--- config.mk ---
export PLATFORM = sky130hd
export DESIGN_NAME = gcd_host_flat
export DESIGN_NICKNAME = d
export VERILOG_FILES = /design/src/rtl/gcd_pkg.sv /design/src/rtl/gcd_host_if.sv /design/src/rtl/gcd_timeout_cnt.sv /design/src/rtl/gcd_host.sv /design/src/flat_wrapper.sv
export SDC_FILE = /design/constraint.sdc
export NUM_CORES = 1
export LEC_CHECK = 0
export ABC_AREA = 1
export BUFFER_PORTS_ARGS = -buffer_cell sky130_fd_sc_hd__buf_4
export CORE_MARGIN = 1.5
export CORE_UTILIZATION = 30
export DETAILED_ROUTE_END_ITERATION = 8
export MAX_ROUTING_LAYER = met4
export PLACE_DENSITY = 0.49
export SLEW_MARGIN = 10
export SYNTH_ARGS = -nofsm -noshare
export SYNTH_HDL_FRONTEND = slang
export SYNTH_SLANG_ARGS = --single-unit
--- constraint.sdc ---
create_clock -name clk -period 3.3 [get_ports clk]
set_clock_uncertainty 0.2 [all_clocks]
set_input_delay 0.495 -clock clk [delete_from_list [all_inputs] [get_ports clk]]
set_output_delay 0.495 -clock clk [all_outputs]
set_load 0.03 [all_outputs]
--- src/rtl/gcd_pkg.sv ---
// gcd_pkg: shared state encoding and default sizing for the GCD host sequencer
package gcd_pkg;
    localparam int GCD_W = 4;
    localparam int GCD_TIMEOUT = 63;
    typedef enum logic [1:0] {IDLE, ISSUE, WAIT, HOLD} state_t;
endpackage

--- src/rtl/gcd_host_if.sv ---
// gcd_host_if: upstream operand, core and downstream result signals of gcd_host
interface gcd_host_if import gcd_pkg::*; #(parameter int W = GCD_W);
    logic         in_valid;
    logic         in_ready;
    logic [W-1:0] in_a;
    logic [W-1:0] in_b;
    logic         core_start;
    logic [W-1:0] core_a;
    logic [W-1:0] core_b;
    logic         core_done;
    logic [W-1:0] core_res;
    logic         out_valid;
    logic         out_ready;
    logic [W-1:0] out_res;
    logic         out_err;
    modport slave (
        input  in_valid, in_a, in_b, core_done, core_res, out_ready,
        output in_ready, core_start, core_a, core_b, out_valid, out_res, out_err
    );
    modport master (
        output in_valid, in_a, in_b, core_done, core_res, out_ready,
        input  in_ready, core_start, core_a, core_b, out_valid, out_res, out_err
    );
endinterface

--- src/rtl/gcd_timeout_cnt.sv ---
// gcd_timeout_cnt: clear/enable cycle counter flagging its LIMIT-th enabled cycle
module gcd_timeout_cnt import gcd_pkg::*; #(
    parameter int LIMIT = GCD_TIMEOUT
) (
    input  logic clk,
    input  logic rst,
    input  logic clr,
    input  logic en,
    output logic term
);
    localparam int CW = $clog2(LIMIT + 1);
    logic [CW-1:0] cnt;
    assign term = cnt == CW'(LIMIT - 1);
    // count enabled cycles, parking on the terminal value until cleared
    always_ff @(posedge clk or negedge rst) begin
        if (!rst) cnt <= '0;
        else if (clr) cnt <= '0;
        else if (en && !term) cnt <= cnt + 1'b1;
    end
endmodule

--- src/rtl/gcd_host.sv ---
// gcd_host: sequences operand pairs through the GCD core, resolving zero operands locally.
// Define GCD_HOST_TIMEOUT_EN to bound the wait for core_done to TIMEOUT cycles.
module gcd_host import gcd_pkg::*; #(
    parameter int W = GCD_W,
    parameter int TIMEOUT = GCD_TIMEOUT
) (
    input  logic       clk,
    input  logic       rst,
    gcd_host_if.slave  bus
);
    state_t st, nxt;
    logic   tmo;
    logic   acc;
    logic   zero_a;
    logic   zero_b;
    if (W < 1 || TIMEOUT < 1) begin : g_bad_cfg
        $error("gcd_host: W and TIMEOUT must both be at least 1");
    end
    assign acc = st == IDLE && bus.in_valid;
    assign zero_a = bus.in_a == '0;
    assign zero_b = bus.in_b == '0;
    assign bus.in_ready = st == IDLE;
    assign bus.core_start = st == ISSUE;
    assign bus.out_valid = st == HOLD;
`ifdef GCD_HOST_TIMEOUT_EN
    logic term;
    gcd_timeout_cnt #(.LIMIT(TIMEOUT)) u_tmo (
        .clk (clk),
        .rst (rst),
        .clr (st == ISSUE),
        .en  (st == WAIT),
        .term(term)
    );
    assign tmo = term && st == WAIT;
`else
    assign tmo = 1'b0;
`endif
    // state register
    always_ff @(posedge clk or negedge rst) begin
        if (!rst) st <= IDLE;
        else st <= nxt;
    end
    // next state: zero operands skip the core entirely
    always_comb begin
        nxt = st;
        unique case (st)
            IDLE:  if (bus.in_valid) nxt = (zero_a || zero_b) ? HOLD : ISSUE;
            ISSUE: nxt = WAIT;
            WAIT:  if (bus.core_done || tmo) nxt = HOLD;
            HOLD:  if (bus.out_ready) nxt = IDLE;
        endcase
    end
    // operand latch and result capture; core_done takes priority over timeout
    always_ff @(posedge clk or negedge rst) begin
        if (!rst) begin
            bus.core_a  <= '0;
            bus.core_b  <= '0;
            bus.out_res <= '0;
            bus.out_err <= 1'b0;
        end else if (acc) begin
            bus.core_a  <= bus.in_a;
            bus.core_b  <= bus.in_b;
            if (zero_a || zero_b) begin
                bus.out_res <= zero_a ? bus.in_b : bus.in_a;
                bus.out_err <= zero_a && zero_b;
            end
        end else if (st == WAIT && bus.core_done) begin
            bus.out_res <= bus.core_res;
            bus.out_err <= 1'b0;
        end else if (tmo) begin
            bus.out_res <= '0;
            bus.out_err <= 1'b1;
        end
    end
endmodule

--- src/flat_wrapper.sv ---
// flat-port wrapper written by rule: the top's interface ports become plain ports
module gcd_host_flat import gcd_pkg::*;
#(
    parameter int W = GCD_W,
    parameter int TIMEOUT = GCD_TIMEOUT
)
  (clk, rst, bus_in_valid, bus_in_a, bus_in_b, bus_core_done, bus_core_res, bus_out_ready, bus_in_ready, bus_core_start, bus_core_a, bus_core_b, bus_out_valid, bus_out_res, bus_out_err);
  gcd_host_if #(.W(W)) bus_i ();
  input  logic clk;
  input  logic rst;
  input wire logic [$bits(bus_i.in_valid)-1:0] bus_in_valid;
  input wire logic [$bits(bus_i.in_a)-1:0] bus_in_a;
  input wire logic [$bits(bus_i.in_b)-1:0] bus_in_b;
  input wire logic [$bits(bus_i.core_done)-1:0] bus_core_done;
  input wire logic [$bits(bus_i.core_res)-1:0] bus_core_res;
  input wire logic [$bits(bus_i.out_ready)-1:0] bus_out_ready;
  output wire logic [$bits(bus_i.in_ready)-1:0] bus_in_ready;
  output wire logic [$bits(bus_i.core_start)-1:0] bus_core_start;
  output wire logic [$bits(bus_i.core_a)-1:0] bus_core_a;
  output wire logic [$bits(bus_i.core_b)-1:0] bus_core_b;
  output wire logic [$bits(bus_i.out_valid)-1:0] bus_out_valid;
  output wire logic [$bits(bus_i.out_res)-1:0] bus_out_res;
  output wire logic [$bits(bus_i.out_err)-1:0] bus_out_err;
  assign bus_i.in_valid = bus_in_valid;
  assign bus_i.in_a = bus_in_a;
  assign bus_i.in_b = bus_in_b;
  assign bus_i.core_done = bus_core_done;
  assign bus_i.core_res = bus_core_res;
  assign bus_i.out_ready = bus_out_ready;
  assign bus_in_ready = bus_i.in_ready;
  assign bus_core_start = bus_i.core_start;
  assign bus_core_a = bus_i.core_a;
  assign bus_core_b = bus_i.core_b;
  assign bus_out_valid = bus_i.out_valid;
  assign bus_out_res = bus_i.out_res;
  assign bus_out_err = bus_i.out_err;
  gcd_host #(.W(W), .TIMEOUT(TIMEOUT)) u_core (.clk(clk), .rst(rst), .bus(bus_i));
endmodule
==> results of run 1 <==
-- Yosys cell counts --
cell	number	share of area, %
a21oi_2	4	4.1
dfrtp_1	15	44
ha_1	5	7.3
inv_1	5	2.2
inv_2	1	0.44
inv_6	1	1.0
nand2_1	37	16
nand2_2	2	1.5
nand2_4	4	5.2
nand3_1	11	6.4
nand3_4	1	2.0
nor2_1	13	5.7
nor2_2	2	1.5
o21ai_0	2	1.2
o21ai_1	2	1.2
or2_2	1	0.73
-- sequential cells by signal, summed over array words and instances (netlist names) --
register	flops
u_core.bus.out_res	4
u_core.bus.core_a	4
u_core.st	2
u_core.bus.core_b	4
u_core.bus.out_err	1
-- area by class of cell --
class / count / share of cell area [%]
multi-input cells: 84 / 38.6
repair buffers: 33 / 21.3
clock buffers: 4 / 2.23
inverters: 7 / 2.66
well taps: 31 / 3.30
flip-flops and latches: 15 / 31.9
-- report_power, final --
part | internal, W | switching [W] | leakage (nW)
clock network | 0.0000469 | 0.0000627 | 0.0150
logic | 0.000234 | 0.000399 | 0.448
registers | 0.000267 | 0.0000462 | 0.188
total | 0.000548 | 0.000508 | 0.651
-- worst max-delay path, cell delays in order, from the launching register on --
cell and delay (ps):
dfrtp_1 410, inv_1 130, ha_1 260, buf_4 190
-- routing by layer --
layer  up-vias  track usage [%]  part of all wire [%]
met1       371             16.4                    44
met2        20             23.6                    48
met4         0             6.46                  0.78
li1        412                -                     -
met5         -                -                     0
met3         2             3.92                   6.6
-- logic make-up (layout without fill, tap and decap cells) --
| kind of cell | Yosys count | count (layout) | share of synthesized area [%] |
|---|---|---|---|
| flops | 15 | 15 | 43.6 |
| simple gates | 71 | 71 | 39.1 |
| compound gates | 8 | 8 | 6.40 |
| fa+ha+maj | 5 | 5 | 7.27 |
| buf+inv | 7 | 44 | 3.63 |
-- stage by stage --
step                instance area (µm²)  hold slack [ps]  total power, W
floorplan                           861           -0.591        0.000745
global placement                   1140              164        0.000951
detailed placement                 1140              166        0.000959
CTS                                1180              215         0.00107
global route                       1180              212         0.00114
finish                             1180              224         0.00106
-- worst paths after layout --
check,startpoint,depth (start not counted),to
worst max-delay path,u_core.st[0],3,bus_in_ready
worst min-delay path,bus_in_b[1],3,u_core.bus.core_b[1]
worst max register to register,u_core.st[0],7,u_core.bus.out_res[0]
worst min register to register,u_core.bus.core_a[3],2,u_core.bus.core_a[3]
max in group asynchronous,rst,2,u_core.bus.out_res[1]
min in group asynchronous,rst,2,u_core.bus.core_a[2]
==> metrics.md, run 1 <==
| Metric | Value |
|---|---|
| Status | `finished clean` |
| Placed Instances | `169` |
| Core Util, Final | `43.0%` |
| CTS tree | `done` |
| CTS root buf | `clkbuf_4` |
| Layout area overhead | `36.6%` |
| Vias per inst | `4.63` |
| Peak VDD IR | `0.465 mV` |
| Clock period minus worst slack | `1970 ps` |
| Arrival @ worst endpoint | `1270 ps` |
| Worst R2R Setup Slack | `1700 ps` |
| Worst-margin pin slew | `208 ps` |
| Routed WL | `2050 µm` |
| CTS Buffer Depth | `2` |
| DR pass1 iterations | `4` |
| Max-cap viol count | `0` |
| Register area share after synthesis | `43.6%` |
| DIE HEIGHT | `56.6 µm` |
| Pwr per Cell Area | `898 mW/mm²` |
| Reg clk slew, reported paths | `100 ps` |
| Number of diodes | `0` |
| Die Area | `0.00320 mm²` |
| Number of warnings issued by yosys | `0` |
| CP Class | `reg -> out` |
| Avg Cell Area, Syn | `8.12 µm²` |
| Max Transition Viols Final | `0` |
| Number of port buffers | `32` |
| Max Fclk | `0.509 GHz` |
| H-tree Lvls | `1` |
| Share of post-route cells with drive strength above 1 | `35.7%` |
| DR iter-0 viols | `16` |
| Non-Filler Instances | `174` |
| Clk Latency, worst-skew pair | `280 ps` |
| I/O pins | `33` |
| Overall Global Routing Usage | `14.4%` |
| Largest net degree at the start of global routing | `16` |
| Final worst slack | `1330 ps` |
| Seq. cell area | `375 µm²` |
| Yosys cell types | `16` |
| Initial Util | `31.5%` |
| Req. time, crit path | `2600 ps` |
| Placement Setup Slack | `1650 ps` |
| Inserted Clock Buffers | `3` |
| TNS Setup | `0 ps` |
| Hold Path Class | `in -> reg` |
| First-pass GRT wire length | `3460 µm` |
| Routed length per instance | `11.8 µm` |
| GRT Residual Overflow | `0` |
| Post-CTS sizing | `0` |
| Chip Width | `56.6 µm` |
| Period utilization | `59.6%` |
| Gpl congestion | `0.724` |
| Most frequent cells in the layout | `37 x nand2_1, 32 x buf_4, 15 x dfrtp_1, 13 x nor2_1, 11 x nand3_1` |
| Unrepaired setup endpoints after global routing | `no` |
| Row count | `19` |
| DRC errors left | `0` |
| Critical Path Fanout Max | `5` |
| #FFs+latches synth | `15` |
| Nets@finish | `166` |
| Post-Syn Area | `861 µm²` |
| Initial antenna violation count | `0` |
| Setup crit end kind | `primary output` |
| Clock sink count | `15` |
| Number of standard cells after synthesis | `106` |
| DRT antenna net count | `0` |
| Multi-input combinational cell area | `454 µm²` |
| Final Hold Viols | `0` |
| Startpoint types | `register` |
| Relative slew margins | `86.1%` |
| FILL cells | `285` |
| Vias in the first global route | `807` |
| Core box area | `0.00273 mm²` |
| DPL Wire Length | `1610 µm` |
| Most common cell after layout, fill and taps aside | `nand2_1` |
| Post-CTS Setup Bufs | `0` |
| Syn Nets | `128` |
| Endpoints failing setup | `0` |
| CTS hold repair buffers | `1` |
| Via count | `805` |
| Leak | `0.651 nW` |
Power figures use the tool's default switching activity.
==> run 2, diff against run 1 <==
- clock period: 3.3 -> 1.9 ns (I/O delays scaled with it)
==> metrics.md, run 2 (synthesized netlist as in run 1, its figures left out) <==
| Metric | Value |
|---|---|
| I/O pins | `33` |
| Vias in the first global route | `752` |
| Worst R2R Setup Slack | `280 ps` |
| Post-CTS sizing | `0` |
| CTS hold repair buffers | `1` |
| Largest registers | `u_core.bus.core_a (4), u_core.bus.core_b (4), u_core.bus.out_res (4)` |
| Final Hold Viols | `0` |
| Setup crit end kind | `primary output` |
| Most frequent cells in the layout | `37 x nand2_1, 32 x buf_4, 15 x dfrtp_1, 13 x nor2_1, 11 x nand3_1` |
| Inserted Clock Buffers | `3` |
| Via count | `793` |
| DR pass1 iterations | `4` |
| Max Transition Viols Final | `0` |
| Leak | `0.651 nW` |
| DR iter-0 viols | `18` |
| Clock sink count | `15` |
| CTS tree | `done` |
| Layout area overhead | `36.6%` |
| DIE HEIGHT | `56.6 µm` |
| Hold Path Origin | `bus_in_b[2]` |
| CP Class | `reg -> out` |
| Chip Width | `56.6 µm` |
| Max-cap viol count | `0` |
| Post-route cell area | `0.00118 mm²` |
| Clock period minus worst slack | `1750 ps` |
| Largest net degree at the start of global routing | `16` |
| Initial Util | `31.5%` |
| Post-CTS Setup Bufs | `0` |
| Pwr per Cell Area | `1570 mW/mm²` |
| R2r worst-path depth | `8` |
| Share of post-route cells with drive strength above 1 | `35.7%` |
| Clk Latency, worst-skew pair | `280 ps` |
| R2R Path Start | `u_core.st[0]` |
| Status | `finished clean` |
| Worst-margin pin slew | `206 ps` |
| DPL Wire Length | `1640 µm` |
| R2R Path End | `u_core.bus.out_res[0]` |
| Min-Delay Endpoint | `u_core.bus.core_b[2]` |
| Number of diodes | `0` |
| Vias per inst | `4.56` |
| Unrepaired setup endpoints after global routing | `no` |
| Nets@finish | `166` |
| Overall Global Routing Usage | `14.3%` |
| Number of port buffers | `32` |
| Post-DP Area | `0.00114 mm²` |
| Worst hold stages | `3` |
| Core box area | `0.00273 mm²` |
| Period utilization | `92.0%` |
| CTS Buffer Depth | `2` |
| Reg clk slew, reported paths | `90 ps` |
| Relative slew margins | `86.2%` |
| Peak VDD IR | `0.787 mV` |
| Routed length per instance | `11.6 µm` |
| Gpl congestion | `0.764` |
| GRT Residual Overflow | `0` |
| Initial antenna violation count | `0` |
| CTS root buf | `clkbuf_4` |
| TNS Setup | `0 ps` |
| First-pass GRT wire length | `3390 µm` |
| Die Area | `0.00320 mm²` |
| Max Fclk | `0.572 GHz` |
| DRC errors left | `0` |
| Critical Path Fanout Max | `5` |
| Req. time, crit path | `1410 ps` |
| Row count | `19` |
| Startpoint types | `register` |
| Arrival @ worst endpoint | `1260 ps` |
| Hold slack | `17.1 ps` |
| Endpoints failing setup | `0` |
| Routed WL | `2010 µm` |
| DRT antenna net count | `0` |
| Hold Path Class | `in -> reg` |
| H-tree Lvls | `1` |
| Most common cell after layout, fill and taps aside | `nand2_1` |
[run 2: cell counts in the layout (fill, tap and decap cells not counted)]
Identical to the previous run, type by type.
[run 2: critical path: stages, from the launching register on]
cell and delay [ps]:
dfrtp_1 410, inv_1 120, ha_1 260, buf_4 190
[run 2: area by class of cell]
type	instances	area, µm²
clock buffers	4	26.3
fillers	297	1560
inverters	7	31.3
repair buffers	33	250
well taps	31	38.8
multi-input cells	84	454
flip-flops and latches	15	375
[run 2: power breakdown]
group	leakage, nW	switching (W)	internal [W]	total (W)
clock	0.0150	0.000105	0.0000814	0.000186
sequential	0.188	0.0000884	0.000464	0.000552
combinational	0.448	0.000698	0.000408	0.00111
total	0.651	0.000891	0.000953	0.00184
[run 2: worst max-delay path by stage]
stage	from	end	slack (ps)	cells after the start
global route	u_core.st[0]	bus_in_ready	20	3
global placement	u_core.st[0]	u_core.bus.out_res[0]	290	8
CTS	u_core.st[0]	bus_in_ready	110	3
finish	u_core.st[0]	bus_in_ready	150	3
floorplan	u_core.st[0]	u_core.bus.out_res[0]	230	7
detailed placement	u_core.st[0]	u_core.bus.out_res[0]	270	8
[run 2: through the flow]
stage,worst slack [ps],utilization (%),std cells,power (W)
2_1_floorplan,228,-,106,0.00129
5_1_grt,23.2,43.0,174,0.00201
3_3_place_gp,289,41.7,169,0.00167
3_5_place_dp,267,41.7,169,0.00168
6_report,152,43.0,174,0.00184
4_1_cts,109,43.0,174,0.00188
[run 2: per-layer routing]
layer  track usage (%)  wire length [µm]  up-vias
met2              21.9               946       26
met3              2.53               116        2
met1              18.5               932      354
met5                 -                 0        -
met4              6.12                16        0
li1                  -                 -      411
==> run 3, diff against run 2 <==
- ABC_AREA: 1 -> 0
- SLEW_MARGIN: 10 -> 20
==> metrics.md, run 3 <==
| Metric | Value |
|---|---|
| Status | `finished clean` |
| Largest registers | `u_core.bus.core_a (4), u_core.bus.core_b (4), u_core.bus.out_res (4)` |
| Max Fclk | `0.555 GHz` |
| Hold slack | `26.8 ps` |
| Avg Cell Area, Syn | `9.22 µm²` |
| Yosys cell types | `25` |
| Largest net degree at the start of global routing | `16` |
| Worst R2R Setup Slack | `110 ps` |
| Register area share after synthesis | `43.8%` |
| Post-Syn Area | `857 µm²` |
| H-tree Lvls | `1` |
| Most frequent cell after synthesis | `nand2_1` |
| #FFs+latches synth | `15` |
| DPL Wire Length | `1790 µm` |
| Req. time, crit path | `1410 ps` |
| Row count | `19` |
| EDFF count, synth | `0` |
| Seq. cell area | `375 µm²` |
| Most common flop cell mapped by yosys | `dfrtp_1` |
| CP Class | `reg -> out` |
| Leak | `0.596 nW` |
| Pwr per Cell Area | `1600 mW/mm²` |
| CTS Buffer Depth | `2` |
| Number of warnings issued by yosys | `0` |
| Crit-path most repeated cell | `buf_4` |
| Crit-path cells | `inv_1 -> ha_2 -> buf_4 -> buf_4` |
| CP max-delay cell | `dfrtp_1` |
| Setup crit end kind | `primary output` |
| Syn Nets | `115` |
| Final Hold Viols | `0` |
| Share of post-route cells with drive strength above 1 | `34.8%` |
| Layout area overhead | `39.9%` |
| Worst-margin pin slew | `396 ps` |
| Initial Util | `31.4%` |
| Relative slew margins | `73.6%` |
| Period utilization | `94.8%` |
| Post-synth top cells | `27 x nand2_1, 15 x dfrtp_1, 6 x o21ai_0` |
| Vias in the first global route | `833` |
| R2r worst-path depth | `4` |
| Max Transition Viols Final | `0` |
| R2R Path End | `u_core.st[1]` |
| Clock sink count | `15` |
| Hold Path Origin | `bus_in_b[2]` |
| Routed WL | `2230 µm` |
| Hold Path Class | `in -> reg` |
| CTS tree | `done` |
| Chip Width | `56.5 µm` |
| DR iter-0 viols | `35` |
| Gpl congestion | `0.712` |
| CP max stage delay | `410 ps` |
| Reg clk slew, reported paths | `80 ps` |
| Number of standard cells after synthesis | `93` |
| Core box area | `0.00273 mm²` |
| Worst hold stages | `3` |
| Overall Global Routing Usage | `15.5%` |
| Number of port buffers | `32` |
| FILL cells | `278` |
| Vias per inst | `5.23` |
| Routed length per instance | `13.7 µm` |
| Critical Path Fanout Max | `8` |
| Endpoints failing setup | `0` |
| Clk Latency, worst-skew pair | `280 ps` |
| DR pass1 iterations | `4` |
| I/O pins | `33` |
| Inserted Clock Buffers | `3` |
| DIE HEIGHT | `56.5 µm` |
| Number of diodes | `0` |
| Min-Delay Endpoint | `u_core.bus.core_b[2]` |
| Initial antenna violation count | `0` |
| Clock period minus worst slack | `1800 ps` |
| Ranking of synthesized cells by area | `dfrtp_1 44%, nand2_1 12%, ha_1 7.3%` |
| Area share of the largest cell type after synthesis | `43.8%` |
| Dominant cell type by area after synthesis | `dfrtp_1` |
| Die Area | `0.00319 mm²` |
| Startpoint types | `register` |
| Arrival @ worst endpoint | `1320 ps` |
| Peak VDD IR | `0.789 mV` |
| R2R Path Start | `u_core.st[1]` |
| GRT Residual Overflow | `0` |
| CTS root buf | `clkbuf_4` |
| Most common cell after layout, fill and taps aside | `buf_4` |
| Nets@finish | `155` |
| Max-cap viol count | `0` |
| Via count | `852` |
| Multi-input combinational cell area | `452 µm²` |
| DRT antenna net count | `0` |
| Most frequent cells in the layout | `37 x buf_4, 27 x nand2_1, 15 x dfrtp_1, 6 x o21ai_0, 5 x inv_1` |
| Synth async-reset ratio | `100%` |
| TNS Setup | `0 ps` |
| Unrepaired setup endpoints after global routing | `no` |
| First-pass GRT wire length | `3770 µm` |
| DRC errors left | `0` |
## run 3: cell count changes in the layout (fill, tap and decap cells not counted), moves of 5 or more
cell	change
buf_4	+5
nand3_1	-10
nand2_1	-10
nor2_1	-11
## run 3: worst max-delay path by stage
stage / startpoint / end / slack [ps]
after floorplan: u_core.st[0] / u_core.bus.out_res[0] / 80
after global placement: u_core.st[1] / u_core.st[1] / 100
after detailed placement: u_core.st[1] / u_core.st[1] / 70
after CTS: u_core.st[1] / u_core.st[1] / 50
after global routing: u_core.st[1] / bus_in_ready / 20
final: u_core.st[1] / bus_in_ready / 100
## run 3: cell families after synthesis
family                   count (synthesis)  share of synthesized area [%]
multiplexers                             1                           1.31
AO/OA/AOI/OAI                           24                           20.7
adder cells (fa/ha/maj)                  5                           7.30
buffers and inverters                    8                           4.09
AND/OR/NAND/NOR                         40                           22.8
flip-flops                              15                           43.8
## run 3: timing repair
action / in CTS / in global routing
hold buffers: 1 / 0
hold endpoints to repair: 15 / 0
gates resized for setup: 0 / 1
endpoints found under the setup margin: 0 / 1
buffers inserted: 0 / 0
## run 3: critical path: cells and delay by family (launching register included)
| family | cells | cell delay [ps] |
|---|---|---|
| buffers and inverters | 3 | 420 |
| DFF | 1 | 410 |
| adders and majority gates | 1 | 190 |
## run 3: metal layers
layer  part of all wire, %  up-vias  wire length, µm  global-route usage, %
met4                  0.40        0                9                   6.12
met3                   6.9        2              154                   2.53
met1                    48      397             1070                   21.3
met5                     0        -                0                      -
li1                      -      415                -                      -
met2                    45       38              996                   22.9
## run 3: metrics by stage
step                total power, W  utilization, %  instance area (µm²)  worst slack, ps  instances
detailed placement         0.00175            42.4                 1160             66.8        158
floorplan                  0.00132               -                  861             81.7         93
CTS                        0.00194            43.8                 1200             53.7        163
finish                     0.00192            43.8                 1200             98.6        163
global route               0.00208            43.8                 1200             24.0        163
global placement           0.00174            42.4                 1160              105        158
## run 3: final cells by class
type,count,area share (%)
flip-flops and latches,15,31.3
clock buffers,4,2.19
repair buffers,38,24.0
well taps,31,3.24
multi-input cells,70,37.7
inverters,5,1.57
## run 3: power by group
group / internal [W] / switching [W]
logic: 0.000485 / 0.000707
registers: 0.000468 / 0.0000797
clock network: 0.0000814 / 0.0000985
